$ cat config.mk
export PLATFORM = sky130hd
export DESIGN_NAME = seq_mult_ctrl_flat
export DESIGN_NICKNAME = d
export VERILOG_FILES = /design/src/rtl/seq_mult_ctrl_pkg.sv /design/src/rtl/seq_mult_ctrl_if.sv /design/src/rtl/seq_mult_ctrl_rca.sv /design/src/rtl/seq_mult_ctrl.sv /design/src/flat_wrapper.sv
export SDC_FILE = /design/constraint.sdc
export NUM_CORES = 1
export LEC_CHECK = 0
export CAP_MARGIN = 20
export CELL_PAD_IN_SITES_DETAIL_PLACEMENT = 1
export CELL_PAD_IN_SITES_GLOBAL_PLACEMENT = 1
export CORE_ASPECT_RATIO = 1.4
export CORE_MARGIN = 2
export CORE_UTILIZATION = 38
export DETAILED_ROUTE_END_ITERATION = 10
export PLACE_DENSITY = 0.94
export SYNTH_ARGS = -nofsm -noshare
export SYNTH_HDL_FRONTEND = slang
export SYNTH_SLANG_ARGS = --single-unit
$ cat constraint.sdc
create_clock -name clk -period 10.4 [get_ports clk]
set_input_delay 1.56 -clock clk [delete_from_list [all_inputs] [get_ports clk]]
set_output_delay 1.56 -clock clk [all_outputs]
set_load 0.01 [all_outputs]
$ cat src/rtl/seq_mult_ctrl_pkg.sv
// Shared definitions for the sequential shift-add multiplier controller.
package seq_mult_ctrl_pkg;

  localparam int DEF_N = 8;

  typedef enum logic [1:0] {
    ST_IDLE = 2'b00,
    ST_RUN  = 2'b01,
    ST_DONE = 2'b10
  } state_e;

endpackage

$ cat src/rtl/seq_mult_ctrl_if.sv
// Start/result handshake bundle between requester, multiplier and consumer.
interface seq_mult_ctrl_if
  import seq_mult_ctrl_pkg::*;
#(
  parameter int N = DEF_N
);
  logic           start_valid;
  logic           start_ready;
  logic [N-1:0]   a;
  logic [N-1:0]   b;
  logic           flush;
  logic           result_valid;
  logic           result_ready;
  logic [2*N-1:0] product;
  logic           busy;

  // Requester/consumer side
  modport master (
    output start_valid, a, b, flush, result_ready,
    input  start_ready, result_valid, product, busy
  );

  // Multiplier side
  modport slave (
    input  start_valid, a, b, flush, result_ready,
    output start_ready, result_valid, product, busy
  );
endinterface

$ cat src/rtl/seq_mult_ctrl_rca.sv
// N-bit ripple-carry adder producing an N+1-bit sum (carry out on top).
module rca_adder #(
  parameter int N = 8
) (
  input  logic [N-1:0] i_a,
  input  logic [N-1:0] i_b,
  input  logic         i_cin,
  output logic [N:0]   o_sum
);

  // Full-adder chain from LSB to MSB
  always_comb begin
    logic w_c;
    o_sum = '0;
    w_c   = i_cin;
    for (int i = 0; i < N; i++) begin
      o_sum[i] = i_a[i] ^ i_b[i] ^ w_c;
      w_c      = (i_a[i] & i_b[i]) | (w_c & (i_a[i] ^ i_b[i]));
    end
    o_sum[N] = w_c;
  end

endmodule

$ cat src/rtl/seq_mult_ctrl.sv
// Sequential unsigned multiplier: one shift-add step per RUN cycle, N steps.
module seq_mult_ctrl
  import seq_mult_ctrl_pkg::*;
#(
  parameter int N = DEF_N
) (
  input  logic           clk,
  input  logic           rst_n,
  seq_mult_ctrl_if.slave bus
);

  localparam int CW = $clog2(N) + 1;

  state_e          r_state, w_state_nxt;
  logic [N-1:0]    r_mcand, r_acc_hi, r_acc_lo;
  logic [CW-1:0]   r_cnt, w_cnt_inc;
  logic [N-1:0]    w_addend;
  logic [N:0]      w_sum;
  logic            w_load, w_step;

  assign w_addend    = r_acc_lo[0] ? r_mcand : '0;
  assign bus.product = {r_acc_hi, r_acc_lo};

  rca_adder #(.N(N)) u_rca (
    .i_a   (r_acc_hi),
    .i_b   (w_addend),
    .i_cin (1'b0),
    .o_sum (w_sum)
  );

  // Counter increment built from bit logic so the adder stays the only arithmetic
  always_comb begin
    logic w_c;
    w_cnt_inc = '0;
    w_c       = 1'b1;
    for (int i = 0; i < CW; i++) begin
      w_cnt_inc[i] = r_cnt[i] ^ w_c;
      w_c          = w_c & r_cnt[i];
    end
  end

  // Next state, datapath enables and handshake outputs; flush overrides all
  always_comb begin
    w_state_nxt      = r_state;
    w_load           = 1'b0;
    w_step           = 1'b0;
    bus.start_ready  = 1'b0;
    bus.busy         = 1'b0;
    bus.result_valid = 1'b0;
    case (r_state)
      ST_IDLE: begin
        bus.start_ready = 1'b1;
        if (bus.start_valid) begin
          w_load      = 1'b1;
          w_state_nxt = ST_RUN;
        end
      end
      ST_RUN: begin
        bus.busy = 1'b1;
        w_step   = 1'b1;
        if (w_cnt_inc == CW'(N)) w_state_nxt = ST_DONE;
      end
      ST_DONE: begin
        bus.result_valid = 1'b1;
        if (bus.result_ready) w_state_nxt = ST_IDLE;
      end
      default: w_state_nxt = ST_IDLE;
    endcase
    if (bus.flush) begin
      w_state_nxt = ST_IDLE;
      w_load      = 1'b0;
      w_step      = 1'b0;
    end
  end

  // State register and accumulator; reset wins over flush and handshakes
  always_ff @(posedge clk) begin
    if (!rst_n) begin
      r_state  <= ST_IDLE;
      r_mcand  <= '0;
      r_acc_hi <= '0;
      r_acc_lo <= '0;
      r_cnt    <= '0;
    end else begin
      r_state <= w_state_nxt;
      if (w_load) begin
        r_mcand  <= bus.a;
        r_acc_hi <= '0;
        r_acc_lo <= bus.b;
        r_cnt    <= '0;
      end else if (w_step) begin
        {r_acc_hi, r_acc_lo} <= {w_sum, r_acc_lo[N-1:1]};
        r_cnt                <= w_cnt_inc;
      end
    end
  end

endmodule

$ cat src/flat_wrapper.sv
// flat-port wrapper written by rule: the top's interface ports become plain ports
module seq_mult_ctrl_flat import seq_mult_ctrl_pkg::*;
#(
  parameter int N = DEF_N
)
  (clk, rst_n, bus_start_valid, bus_a, bus_b, bus_flush, bus_result_ready, bus_start_ready, bus_result_valid, bus_product, bus_busy);
  seq_mult_ctrl_if #(.N(N)) bus_i ();
  input  logic clk;
  input  logic rst_n;
  input wire logic [$bits(bus_i.start_valid)-1:0] bus_start_valid;
  input wire logic [$bits(bus_i.a)-1:0] bus_a;
  input wire logic [$bits(bus_i.b)-1:0] bus_b;
  input wire logic [$bits(bus_i.flush)-1:0] bus_flush;
  input wire logic [$bits(bus_i.result_ready)-1:0] bus_result_ready;
  output wire logic [$bits(bus_i.start_ready)-1:0] bus_start_ready;
  output wire logic [$bits(bus_i.result_valid)-1:0] bus_result_valid;
  output wire logic [$bits(bus_i.product)-1:0] bus_product;
  output wire logic [$bits(bus_i.busy)-1:0] bus_busy;
  assign bus_i.start_valid = bus_start_valid;
  assign bus_i.a = bus_a;
  assign bus_i.b = bus_b;
  assign bus_i.flush = bus_flush;
  assign bus_i.result_ready = bus_result_ready;
  assign bus_start_ready = bus_i.start_ready;
  assign bus_result_valid = bus_i.result_valid;
  assign bus_product = bus_i.product;
  assign bus_busy = bus_i.busy;
  seq_mult_ctrl #(.N(N)) u_core (.clk(clk), .rst_n(rst_n), .bus(bus_i));
endmodule
==> reports/results.ini, run 1 <==
[floorplanning]
num_rows=26
initial_core_util_pct=40.2
die_w_um=56.7
die_y_um=77.8
dieArea_um2=4410
core_um2=3680
ios=40

[critical_path]
r2r_setup_slack_ns=6.67
critPathBufInv=3
cp-start-kind=flop
crit_family=adder cells
critical_path_cell_count=13
crit_chain=and2_1 > ha_1 > inv_1 > fa_1 > inv_1 > fa_1 > fa_1 > fa_1 > fa_1 > fa_1 > inv_1 > fa_1 > a211oi_1
cp_slowest_stage_delay_ns=0.42
timing.rr.start=u_core.r_acc_lo[0]
critPathLaunch=u_core.r_acc_lo[0]
worst-setup-path-type=reg2reg
cp_max_fo=10
worstReg2RegEnd=u_core.r_acc_hi[6]
crit_end=u_core.r_acc_hi[6]
worstPathRequired_ns=10.59
crit_path_end_kind=flop
slowest_stage=fa_1
crit_arrival_ns=3.92
cp_common_cell=fa_1
worstRegToRegCells=13

[clocking]
cts_tree=built
ctsHoldBuffers=0
clk_latency_ns=0.27
cts-root-buf=clkbuf_8
clk_pin_slew_ns=0.06
clockBufferDepth=2
cts_setup_buffers=0
cts_sinks=30
post_cts_resized=0
htreeDepth=2
cts_made_buffers=5

[finish]
fillers=424
final_nets=222
drive_gt1_share_pct=9.47
num_antenna_cells=0
utilization_pct=52.8
final_area_um2=1940
final_cells=232
syn2layout_area_growth_pct=31.3

[logic_synthesis]
ys.flop_type=dfxtp_1
yosysWarnings=0
netlist_top_cells_count=30 x dfxtp_1, 24 x nand2_1, 14 x and2_1
synth-seq-cells=30
syn_area_um2=1480
synth_area_leaders=dfxtp_1 41%, fa_1 9.5%, nand2_1 6.1%, and2_1 5.9%, a221o_1 5.4%
synth_nets=185
ys_types=34
synth_top_area_cell=dfxtp_1
synth_most_common_cell=dfxtp_1
async_flop_share_pct=0
yosysTopAreaCellShare_pct=40.6
synth_edf_count=0
synth_cells=154
yosysSeqAreaShare_pct=40.6
avgSynthCellArea_um2=9.60

[sta]
fmax_mhz=268
drv_slew=0
slew_headroom_pct=41.2
finalSetupTns_ns=0
finClkSkew_ns=0.00364
setup_violations=0
holdWs_ns=0.465
fin_crit_ns=3.73
tightest_slew_ns=0.870
rsz0062_at_grt=no
timing.final.crit_share_pct=35.9
final-hold-violation-count=0

[power_and_ir_drop]
p_sw_uw=54.8
internal_power_uw=185
pwr_density_cell_nw_per_um2=123
power_frac_seq_pct=51.0
clkPwrFrac_pct=37.6
p_sw_share_pct=22.9
combPwrFrac_pct=11.4
ir_drop_v=0.0000803
p_leak_uw=0.000730

[detailed_routing]
final_antenna_net_count=0
wl_per_cell_um=15.8
route.detailed.drc=0
drt_first_pass_iters=4
totalWireLength_um=3670
vias_per_cell=5.23
first_iter_violations=16
num_vias=1213

[hold_path]
holdCritStartpoint=u_core.r_mcand[2]
hold_path_class=reg2reg

[run_status]
status=finished, final reports clean

[place]
gp_congestion=0.726
dpl.cell_count=226
portBuffers=39
dpl_cell_area_um2=1860
post-dp-hpwl_um=2850

[job]
maxCapViolations=0

[global_routing]
grt-ovfl-total=0
grt_max_degree=22
grt_pass1_vias=1285
antenna_found_initial=0
track_usage_pct=18.3
grt_first_pass_wirelength_um=6310

## metal layers
layer	vias to the layer above	track usage, %	wire length, um	share of wire, %
met2	24	31.7	1970	54
li1	600	-	-	-
met1	579	20.8	1470	40
met4	0	7.38	82	2.2
met3	10	4.83	148	4.0
met5	-	0	0	0
## state kept, by name, summed over array words and instances, names as in the netlist
register	cells
u_core.r_acc_lo	8
u_core.r_mcand	8
u_core.r_state	2
u_core.r_acc_hi	8
u_core.r_cnt	4
## tightest hold or removal path, cell delays in order, from the launching register on
cell and delay, ns:
dfxtp_1 0.30, nand3_1 0.07, o21ai_2 0.05
## cells in the final DEF, fill, tap and decap left out, types with 2 or more instances in the layout
cell type,count
nand2b_1,2
clkdlybuf4s50_1,39
and2_1,14
nand2_1,24
a221o_1,8
dfxtp_1,30
nor2b_1,2
nand3_1,8
nor2_1,6
ha_1,3
o21ai_2,8
a211oi_1,3
clkbuf_8,6
a21oi_1,8
nand4b_1,2
fa_1,7
inv_1,6
## cells by family (layout without fill, tap and decap cells)
kind of cell	Yosys count	count (layout)	synth area share [%]
and+or+nand+nor	67	67	24.5
xor gates and xnor gates	2	2	1.18
DFF	30	30	40.6
buffers and inverters	15	51	5.75
AOI/OAI and AO/OA	30	30	15.9
adders and majority gates	10	10	12.0
## power by group through the flow
| stage | registers (uW) | logic (uW) | clock network, uW |
|---|---|---|---|
| finish | 122 | 27.3 | 90.1 |
| floorplan | 124 | 13.2 | 0 |
| CTS | 122 | 27.7 | 92.5 |
| global route | 123 | 29.6 | 97.2 |
| global placement | 124 | 26.3 | 0 |
| detailed placement | 125 | 27.5 | 0 |
## metrics by stage
step	worst slack, ns	total power (uW)
final	6.67	240
after global routing	6.49	250
after CTS	6.65	242
after detailed placement	6.58	152
after global placement	6.78	151
after floorplan	6.88	137
## worst min path at each step
stage | to | cells after the start
floorplan | u_core.r_cnt[1] | 2
global placement | u_core.r_cnt[1] | 2
detailed placement | u_core.r_mcand[2] | 2
CTS | u_core.r_mcand[2] | 2
global route | u_core.r_cnt[2] | 2
finish | u_core.r_mcand[2] | 2
## final cells by class
class                           count  area, um^2  area share [%]
Multi-Input combinational cell    109         793            40.9
Tap cell                           42        52.6            2.71
Timing Repair Buffer               39         390            20.1
Clock buffer                        6        82.6            4.25
Inverter                            6        22.5            1.16
Sequential cell                    30         601            30.9
Note: power is estimated with default switching activity, not from simulation.
==> inputs of run 2 (changes only) <==
--- a/config.mk
+++ b/config.mk
@@ -10,9 +10,9 @@
 export CELL_PAD_IN_SITES_GLOBAL_PLACEMENT = 1
 export CORE_ASPECT_RATIO = 1.4
 export CORE_MARGIN = 2
-export CORE_UTILIZATION = 38
+export CORE_UTILIZATION = 36
 export DETAILED_ROUTE_END_ITERATION = 10
-export PLACE_DENSITY = 0.94
+export PLACE_DENSITY = 0.9
 export SYNTH_ARGS = -nofsm -noshare
 export SYNTH_HDL_FRONTEND = slang
 export SYNTH_SLANG_ARGS = --single-unit
==> constraint.sdc (replaced) <==
create_clock -name clk -period 3.6 [get_ports clk]
set_input_delay 0.54 -clock clk [delete_from_list [all_inputs] [get_ports clk]]
set_output_delay 0.54 -clock clk [all_outputs]
set_load 0.01 [all_outputs]
==> reports/results.ini, run 2 (synthesis gave the netlist of run 1 again) <==
[run_status]
status=finished, final reports clean

[floorplanning]
core_um2=3950  ; +7.5%
num_rows=27  ; +3.8%
initial_core_util_pct=37.4  ; -2.8 points
die_w_um=58.2  ; +2.5%
ios=40  ; unchanged
die_y_um=79.8  ; +2.6%
dieArea_um2=4640  ; +5.2%

[global_routing]
grt-ovfl-total=0  ; unchanged
grt_pass1_vias=1314  ; +2.3%
grt_first_pass_wirelength_um=5890  ; -6.6%
grt_max_degree=22  ; unchanged
track_usage_pct=16.6  ; -1.6 points
antenna_found_initial=0  ; unchanged

[sta]
final-hold-violation-count=0  ; unchanged
timing.final.crit_share_pct=96.6  ; +61 points
slew_headroom_pct=39.2  ; -2.0 points
finalSetupTns_ns=0  ; unchanged
holdWs_ns=0.464  ; -0.00178 ns
drv_slew=0  ; unchanged
fin_crit_ns=3.48  ; -0.253 ns
tightest_slew_ns=0.909  ; +0.0384 ns
setup_violations=0  ; unchanged
finClkSkew_ns=0.00801  ; +0.00437 ns
setup_slack_ns=0.121  ; -6.55 ns
fmax_mhz=287  ; +7.3%

[finish]
syn2layout_area_growth_pct=35.7
final_nets=225  ; +1.4%
utilization_pct=50.8  ; -2.0 points
reg_top3=u_core.r_acc_hi: 8 flops, u_core.r_acc_lo: 8 flops, u_core.r_mcand: 8 flops
num_antenna_cells=0  ; unchanged
final_common_cell=clkdlybuf4s50_1
final_area_um2=2010  ; +3.4%
drive_gt1_share_pct=14.4  ; +4.9 points
final_cell_mix=39 x clkdlybuf4s50_1, 30 x dfxtp_1, 24 x nand2_1

[clocking]
cts-root-buf=clkbuf_8
clk_pin_slew_ns=0.07  ; about the same
htreeDepth=2  ; unchanged
clockBufferDepth=2  ; unchanged
cts_made_buffers=5  ; unchanged
cts_tree=built
cts_setup_buffers=0  ; unchanged
clk_latency_ns=0.28  ; about the same
cts_sinks=30  ; unchanged

[place]
post-dp-hpwl_um=2660  ; -6.8%
gp_congestion=0.727  ; +0.15%
dpl_cell_area_um2=1880  ; +1.3%
portBuffers=39  ; unchanged
place_worst_setup_slack_ns=-0.0704  ; -6.65 ns

[critical_path]
critPathLaunch=u_core.r_mcand[0]
slowest_stage=fa_1
crit_end=u_core.r_acc_hi[6]
worstPathRequired_ns=3.80  ; -6.79 ns
crit_path_end_kind=flop
crit_arrival_ns=3.68  ; -0.24 ns
crit_chain=and2_1 > ha_1 > inv_1 > fa_1 > inv_1 > fa_2 > fa_2 > fa_2 > fa_2 > fa_1 > inv_1 > fa_1 > a211oi_2
cp-start-kind=flop
worst-setup-path-type=reg2reg
cp_slowest_stage_delay_ns=0.43  ; about the same
cp_max_fo=2  ; -8
worstReg2RegEnd=u_core.r_acc_hi[6]
r2r_setup_slack_ns=0.12  ; -6.55 ns
worstRegToRegCells=13  ; unchanged
timing.rr.start=u_core.r_mcand[0]
cp_common_cell=fa_2

[hold_path]
hold_path_class=reg2reg

[detailed_routing]
wl_per_cell_um=14.7  ; -7.4%
num_vias=1219  ; +0.49%
totalWireLength_um=3490  ; -5.0%
drt_first_pass_iters=4  ; unchanged
first_iter_violations=8  ; -8
route.detailed.drc=0  ; unchanged
vias_per_cell=5.12  ; -2.0%
final_antenna_net_count=0  ; unchanged

[job]
maxCapViolations=0  ; unchanged

[power_and_ir_drop]
ir_drop_v=0.000429  ; +430%
pwr_density_cell_nw_per_um2=383  ; +210%
p_leak_uw=0.000751  ; +2.8%

## run 2: routing by layer
layer  global-route usage, %  routed length [um]  share of wire [%]
met1                    18.9                1410                 41
met2                    29.1                1890                 54
met3                    4.54                 124                3.6
met4                    6.28                  61                1.7
met5                       0                   0                  0
## run 2: worst min path at each step
stage / end / depth (start not counted) / slack [ns] / from
finish: u_core.r_cnt[2] / 2 / 0.46 / u_core.r_cnt[2]
global route: u_core.r_cnt[1] / 2 / 0.49 / u_core.r_cnt[1]
CTS: u_core.r_cnt[2] / 2 / 0.47 / u_core.r_cnt[2]
detailed placement: u_core.r_cnt[2] / 2 / 0.46 / u_core.r_cnt[2]
global placement: u_core.r_cnt[1] / 2 / 0.45 / u_core.r_cnt[1]
floorplan: u_core.r_cnt[1] / 2 / 0.44 / u_core.r_cnt[1]
## run 2: area by class of cell
type                            count  area, um^2
Sequential cell                    30         601
Timing Repair Buffer               42         413
Multi-Input combinational cell    109         808
Fill cell                         455        1950
Inverter                            6        22.5
Clock inverter                      3        40.0
Clock buffer                        5        68.8
Tap cell                           43        53.8
## run 2: through the flow
stage	std cells	power (uW)
floorplan	154	397
global placement	230	439
detailed placement	230	441
CTS	238	780
global route	238	800
finish	238	769
## run 2: timing repair
item,in CTS,in global routing
cloned,0,0
endpoints found under the setup margin,1,1
resized for setup,3,2
pin swaps,1,0
hold buffers,0,0
## run 2: where the power goes
group	internal, uW	total [uW]	switching (uW)
Clock	203	336	132
Sequential	343	351	8.30
Combinational	45.6	81.9	36.3
Total	592	769	177
## run 2: critical path, delay by kind of cell, from the launching register on
kind | cells | cell delay, ns
fa+ha+maj | 8 | 2.49
flops | 1 | 0.31
compound gates | 1 | 0.24
buf+inv | 3 | 0.19
simple gates | 1 | 0.16
